[config.mk]
export PLATFORM = sky130hd
export DESIGN_NAME = vsi_op_issuer
export DESIGN_NICKNAME = d
export VERILOG_FILES = /design/src/rtl/vsi_issue_pkg.sv /design/src/rtl/vsi_op_fifo.sv /design/src/rtl/vsi_op_issuer.sv
export SDC_FILE = /design/constraint.sdc
export NUM_CORES = 1
export LEC_CHECK = 0
export ABC_CLOCK_PERIOD_IN_PS = 4000
export CORE_MARGIN = 2
export CORE_UTILIZATION = 45
export DETAILED_ROUTE_END_ITERATION = 6
export HOLD_SLACK_MARGIN = 0.1
export PLACE_DENSITY = 0.69
export SYNTH_ARGS = -nofsm -noshare
export SYNTH_HDL_FRONTEND = slang
export SYNTH_HIERARCHICAL = 1
export SYNTH_SLANG_ARGS = --single-unit
[constraint.sdc]
create_clock -name vsi_clk -period 4 [get_ports vsi_clk]
set_clock_uncertainty 0.05 [all_clocks]
set_input_delay 0.4 -clock vsi_clk [delete_from_list [all_inputs] [get_ports vsi_clk]]
set_output_delay 0.4 -clock vsi_clk [all_outputs]
set_load 0.01 [all_outputs]
[src/rtl/vsi_issue_pkg.sv]
// Shared types for the VSI op issuer.
// Entry packing and the issuer FSM states.
package vsi_issue_pkg;

  localparam int VSI_OP_W = 32;
  localparam int ENTRY_W  = 34;

  typedef enum logic [1:0] {
    RUN,
    DRAIN,
    SETTLE,
    WAIT_IDLE
  } issuer_state_e;

  typedef struct packed {
    logic                sew;
    logic                lmul;
    logic [VSI_OP_W-1:0] op;
  } vsi_entry_t;

  function automatic logic [ENTRY_W-1:0] pack_entry(
    input logic [VSI_OP_W-1:0] op,
    input logic                lmul,
    input logic                sew
  );
    return {sew, lmul, op};
  endfunction

  function automatic vsi_entry_t unpack_entry(
    input logic [ENTRY_W-1:0] e
  );
    return vsi_entry_t'(e);
  endfunction

endpackage

[src/rtl/vsi_op_fifo.sv]
// Op queue: registered storage, no fall-through.
// Occupancy kept in its own counter; pointers wrap freely.
module vsi_op_fifo
  import vsi_issue_pkg::*;
#(
  parameter int DEPTH = 4,
  parameter int W     = ENTRY_W
) (
  input  logic                     clk,
  input  logic                     rst,
  input  logic                     push,
  input  logic                     pop,
  input  logic [W-1:0]             wdata,
  output logic [W-1:0]             rdata,
  output logic                     full,
  output logic                     empty,
  output logic [$clog2(DEPTH):0]   count
);

  localparam int AW = $clog2(DEPTH);
  localparam logic [AW:0] FULL_CNT = (AW+1)'(DEPTH);

  logic [W-1:0]  mem [DEPTH];
  logic [AW-1:0] wp;
  logic [AW-1:0] rp;
  logic          push_ok;
  logic          pop_ok;

  assign full    = (count == FULL_CNT);
  assign empty   = (count == '0);
  assign push_ok = push && !full;
  assign pop_ok  = pop && !empty;
  assign rdata   = mem[rp];

  always_ff @(posedge clk or posedge rst) begin
    if (rst) begin
      wp    <= '0;
      rp    <= '0;
      count <= '0;
      for (int i = 0; i < DEPTH; i++) mem[i] <= '0;
    end else begin
      if (push_ok) begin
        mem[wp] <= wdata;
        wp      <= wp + 1'b1;
      end
      if (pop_ok) rp <= rp + 1'b1;
      unique case ({push_ok, pop_ok})
        2'b10:   count <= count + 1'b1;
        2'b01:   count <= count - 1'b1;
        default: count <= count;
      endcase
    end
  end

endmodule

[src/rtl/vsi_op_issuer.sv]
// VSI op channel initiator: queues host ops, issues them
// to the coprocessor, and implements the drain/idle fence.
module vsi_op_issuer
  import vsi_issue_pkg::*;
#(
  parameter int DEPTH = 4,
  parameter int CNT_W = 16
) (
  input  logic                    vsi_clk,
  input  logic                    vsi_rst,
  input  logic [VSI_OP_W-1:0]     host_op,
  input  logic                    host_lmul,
  input  logic                    host_sew,
  input  logic                    host_valid,
  output logic                    host_ready,
  input  logic                    fence_req,
  output logic                    fence_done,
  output logic [VSI_OP_W-1:0]     vsi_op,
  output logic                    vsi_lmul,
  output logic                    vsi_sew,
  output logic                    vsi_op_valid,
  input  logic                    vsi_op_ready,
  input  logic                    vsi_cop_idle,
  output logic [$clog2(DEPTH):0]  q_count,
  output logic [CNT_W-1:0]        issued_cnt
);

  issuer_state_e state;
  issuer_state_e state_nx;

  logic               full;
  logic               empty;
  logic               push;
  logic               pop;
  logic [ENTRY_W-1:0] head;
  vsi_entry_t         head_e;

  assign host_ready   = (state == RUN) && !full;
  assign push         = host_valid && host_ready;
  assign vsi_op_valid = !empty;
  assign pop          = vsi_op_valid && vsi_op_ready;

  assign head_e   = unpack_entry(head);
  assign vsi_op   = head_e.op;
  assign vsi_lmul = head_e.lmul;
  assign vsi_sew  = head_e.sew;

  vsi_op_fifo #(
    .DEPTH (DEPTH),
    .W     (ENTRY_W)
  ) u_fifo (
    .clk   (vsi_clk),
    .rst   (vsi_rst),
    .push  (push),
    .pop   (pop),
    .wdata (pack_entry(host_op, host_lmul, host_sew)),
    .rdata (head),
    .full  (full),
    .empty (empty),
    .count (q_count)
  );

  always_ff @(posedge vsi_clk or posedge vsi_rst) begin
    if (vsi_rst) begin
      state      <= RUN;
      issued_cnt <= '0;
    end else begin
      state <= state_nx;
      if (pop) issued_cnt <= issued_cnt + 1'b1;
    end
  end

  // Idle is only meaningful once the last op has had a cycle to land.
  always_comb begin
    state_nx   = state;
    fence_done = 1'b0;
    unique case (state)
      RUN:       if (fence_req) state_nx = DRAIN;
      DRAIN:     if (empty) state_nx = SETTLE;
      SETTLE:    state_nx = WAIT_IDLE;
      WAIT_IDLE: begin
        if (vsi_cop_idle) begin
          fence_done = 1'b1;
          state_nx   = RUN;
        end
      end
      default:   state_nx = RUN;
    endcase
  end

endmodule

==> metrics <==
Final HPWL DP=9730 um; CP Max Fanout=22; Hold Buf Count CTS=0; final period utilization=0.783; Async SR Flop Fraction=1.00; Filler cells=1296; DR DRC count=0; Syn Area/Cell=17.3 um2; synthesized area=7650 um2; Worst path slowest cell=dfrtp_2; Worst-path clk slew=60 ps; Final Non-Filler Cells=779; r2r startpoint=state[1]; final WL=15300 um; DR iter-0 viols=171; max incr delay on CP=880 ps; die area=18100 um2; gr ovfl total=0; Ant. Diodes=0; DIE HEIGHT=134 um; warnings from Yosys=6; Routed Antenna Nets=0; Tot GR Track Use=0.184; initial antenna violation count=0; Final #Nets=598; reg2reg end=u_fifo/mem[110]; Synth cell types=32; post-synth top area cell=dfrtp_1; htree depth=4; Final Critical Period=3130 ps; Post-synth EDFFs=0; Root Driver=clkbuf_16; CP required=3550 ps; CTS max path bufs=2; RSZ-0062 raised after global routing=no; Relative slew margins=0.355; Final Max Tran Viols=0; outcome=finished clean; via count of the routed design=4035; synthesis-to-layout area growth=22.7%; Crit path max-delay family=flip-flops; DRT Pass-1 Iters=4; Critical Setup Path Class=reg2out; Die Wd=134 um; most frequent cell after synthesis=dfrtp_1; Commonest cells post-synth=dfrtp_1 (161), mux2_4 (120), mux4_2 (34), mux2_2 (18), xnor2_1 (15); RD Place Congestion=0.729; placed cells=747; Area contributors post-synth=dfrtp_1 (53%), mux2_4 (24%), mux4_2 (10%), mux2_2 (2.6%), ha_1 (1.8%); r2r worst-path depth=8; total power=8.06 mW; Via-to-Cell Ratio=5.18; crit-path cells=buf_4 > mux4_2 > clkdlybuf4s50_1; largest net degree at the start of global routing=76; post-CTS setup repair buffer count=0; CTS tree=done; Post-Syn Nets=495; utilization after layout=0.566; port bufs=95; Pleak=4.09 nW; Worst Max-Slew Pin Slew=968 ps; crit end category=output pin; Fin Setup TNS=0 ps; wire per inst=19.6 um; Arrival @ worst endpoint=2680 ps; # IOs=96; register area share after synthesis=0.527; Max Fclk=319 MHz; Hold Path Class=in2async; pwr/cell area=859 nW/um2; Max Cap Viol=0; VDD IR max=476 uV; first-pass GRT wire length=25600 um; register-to-register setup slack=1260 ps; Yosys reg bits=161; Num CTS Buffers=17; Fin. Hold Viols=0; CTS sink count=161; # setup viols final=0; initial core utilization=0.461; clk_lat worst skew=420 ps; Worst Path Buf+Inv=2; Synth Flop Type=dfrtp_1; FP Rows=47; top cell type's share of synthesized area=0.527; core area=16600 um2; vias in the first global route=4533; layout cells sized above 1=0.399; CP Launch Type=flip-flop; Resized cells post-CTS=0; Post-Syn Instances=443
metrics by stage:
step                hold slack [ps]  instance area, um2  worst slack, ps
detailed placement              429                8810             1200
global placement                417                8810             1240
finish                          379                9390              869
CTS                             403                9390              784
floorplan                       289                7650             1450
global route                    439                9390              685
report_power, final:
part           switching (mW)  internal (mW)
registers               0.621           2.39
clock network           0.658          0.931
logic                    1.10           2.35
kinds of logic after synthesis:
kind of cell,count (synthesis),synth area share
flops,161,0.527
buf+inv,33,0.0288
xor+xnor,21,0.0240
simple gates,38,0.0321
mux,173,0.363
compound gates,5,0.00442
fa+ha+maj,12,0.0206
routing by layer:
layer | vias up | GRT usage | part of all wire
met1 | 2132 | 0.258 | 0.46
li1 | 1808 | - | -
met2 | 78 | 0.290 | 0.49
met4 | 0 | 0.0561 | 0.014
met3 | 17 | 0.0412 | 0.034
met5 | - | 0 | 0
state kept, by name (all words and copies together), names as in the netlist:
name,count
issued_cnt,16
state,2
u_fifo/count,3
u_fifo/mem,136
u_fifo/rp,2
u_fifo/wp,2
layout by cell type (no fill, tap or decap), types with 2 or more instances in the layout:
| cell | n |
|---|---|
| dfrtp_1 | 159 |
| mux2_4 | 120 |
| clkdlybuf4s50_1 | 95 |
| mux4_2 | 34 |
| mux2_2 | 18 |
| clkbuf_16 | 17 |
| xnor2_1 | 15 |
| nand2_1 | 12 |
| inv_1 | 11 |
| ha_1 | 11 |
| buf_4 | 8 |
| xor2_1 | 6 |
| clkinvlp_4 | 6 |
| clkinv_2 | 5 |
| nand3_1 | 4 |
| nor2_4 | 4 |
| and3_1 | 3 |
| o21ai_0 | 3 |
| and2_1 | 3 |
| nor2b_1 | 2 |
| and4_1 | 2 |
| nand4_1 | 2 |
| bufinv_16 | 2 |
| buf_12 | 2 |
| dfrtp_2 | 2 |
worst max-delay path by stage:
stage | start | to | slack, ps | cells past startpoint
6_report | u_fifo/rp[0] | vsi_op[4] | 870 | 3
2_1_floorplan | u_fifo/count[0] | u_fifo/count[2] | 1450 | 10
3_5_place_dp | vsi_op_ready | u_fifo/count[2] | 1200 | 9
3_3_place_gp | u_fifo/rp[0] | vsi_op[30] | 1240 | 3
4_1_cts | u_fifo/rp[0] | vsi_op[4] | 780 | 3
5_1_grt | u_fifo/rp[0] | vsi_op[4] | 680 | 3
area by class of cell:
cell class / instances / area, um2 / area share
Clock buffer: 18 / 439 / 0.0468
Clock inverter: 14 / 140 / 0.0149
Inverter: 12 / 48.8 / 0.00520
Multi-Input combinational cell: 249 / 3400 / 0.362
Sequential cell: 161 / 4030 / 0.429
Tap cell: 220 / 275 / 0.0293
Timing Repair Buffer: 105 / 1050 / 0.112
Power figures use the tool's default switching activity.
==> edit (same flow settings) <==
Set the parameter `CNT_W` to 24 (it was 16).
--- a/src/rtl/vsi_op_issuer.sv
+++ b/src/rtl/vsi_op_issuer.sv
@@ -4,7 +4,7 @@
   import vsi_issue_pkg::*;
 #(
   parameter int DEPTH = 4,
-  parameter int CNT_W = 16
+  parameter int CNT_W = 24
 ) (
   input  logic                    vsi_clk,
   input  logic                    vsi_rst,
Ports: changed (resized issued_cnt); port bits go from 96 to 104. No check against the original RTL was run, so the function may have changed too.
==> edit against the unedited design <==
- synthesized area up 5.5%
- sequential cell count up 8
- worst setup slack better by 0.20 ns
- via count rose by 8.0%
- total power increased by 2.2%
- register-to-register slack improved by 0.07 ns
- wire length up 5.5%
- final area up 5.2%
- critical endpoint is now vsi_op[17]
==> edit: results (changes against the unedited design) <==
met3 WL post-DR 574 um (+10%); Setup Slack @ Placement 1.34 ns (+0.131 ns); syn nets 531 (+7.3%); Leakage 0.00429 uW (+5.0%); met2 Use GR 28.3% (-0.64 points); Synth top cells by count dfrtp_1 (169), mux2_4 (120), mux4_2 (34); WHS 0.427 ns (+0.0482 ns); worst hold path type reg2reg; sequential-to-total area share from yosys stat 52.4% (-0.25 points); multi-input logic portion of the cell area 36.5% (+0.30 points); CP Max Fanout 15 (-32%); post-synthesis cell type count 37 (+16%); met2 routed WL 7600 um (+1.9%); Synth Instances 479 (+8.1%); Clock Buffer Count 23 (+5); non-clk buf share 11.3% (+0.11 points); Slew Viols, Final 0 (unchanged); initial drt markers 220 (+29%); sequential power 3070 uW (+2%); FF-to-FF path depth 10 (+2); largest net degree at the start of global routing 144 (+89%); largest cells by area after synthesis dfrtp_1 (52%), mux2_4 (22%), mux4_2 (9.5%); status complete, no violations; routing usage on met3 4.82% (+0.71 points); biggest regs u_fifo/mem: 136 flops, issued_cnt: 24 flops, u_fifo/count: 3 flops; clock network power 1650 uW (+4%); Non-clock buffers 111 (+5.7%); uppermost routed layer met4; switching share of power 29.1% (-0.50 points); first-pass GRT wire length 26500 um (+3.3%); Slew @ Worst Pin 1.02 ns (+0.0505 ns); Initial DRT Pass Iterations 6 (+2); met1 Usage GRT 26.3% (+0.46 points); peak supply drop 0.402 mV (-16%); worst endpoint data arrival time 2.48 ns (-0.20 ns); drt wl/cell 19.6 um (-0.25%); Syn. warnings 6 (unchanged); # placed instances 793 (+6.2%); RD Place Congestion 0.809 (+11%); max incr delay on CP 0.62 ns (-0.26 ns); Final nets 639 (+6.9%); clk tree area frac 5.96% (-0.21 points); fraction of layout cells with a size suffix above 1 36.9% (-3.0 points); cell family contributing the most delay on the critical path buffers and inverters; all-layer global routing usage 18.4% (-0.029 points); Register Area 4230 um^2 (+5.0%); via count 4357 (+8.0%); Post-DP HPWL 10300 um (+5.4%); Metal-1 WL 7830 um (+10%); Fillers 1372 (+5.9%); IO Port Bufs 103 (+8.4%); Multi-In Gates 276 (+11%); FMAX 0.341 GHz (+6.8%)
==> edit: kinds of logic after synthesis <==
| family | after synthesis | share of synthesized area [%] |
|---|---|---|
| xor+xnor | 29 | 3.15 |
| fa+ha+maj | 12 | 1.95 |
| mux | 173 | 34.5 |
| flops | 169 | 52.4 |
| simple gates | 57 | 4.71 |
| buf+inv | 34 | 2.90 |
| compound gates | 5 | 0.419 |
==> edit: stage by stage <==
step                      area [um^2]  power, uW
after floorplan                  8070       5320
after global placement           9280       6530
after detailed placement         9280       6630
after CTS                        9870       8330
after global routing             9870       8700
final                            9870       8230
==> edit: worst paths after layout <==
path,endpoint,from
min in group asynchronous,u_fifo/mem[99],vsi_rst
min reg2reg,issued_cnt[23],issued_cnt[23]
max,vsi_op[17],u_fifo/rp[0]
max reg2reg,u_fifo/count[2],u_fifo/count[0]
max in group asynchronous,issued_cnt[3],vsi_rst
min,issued_cnt[23],issued_cnt[23]
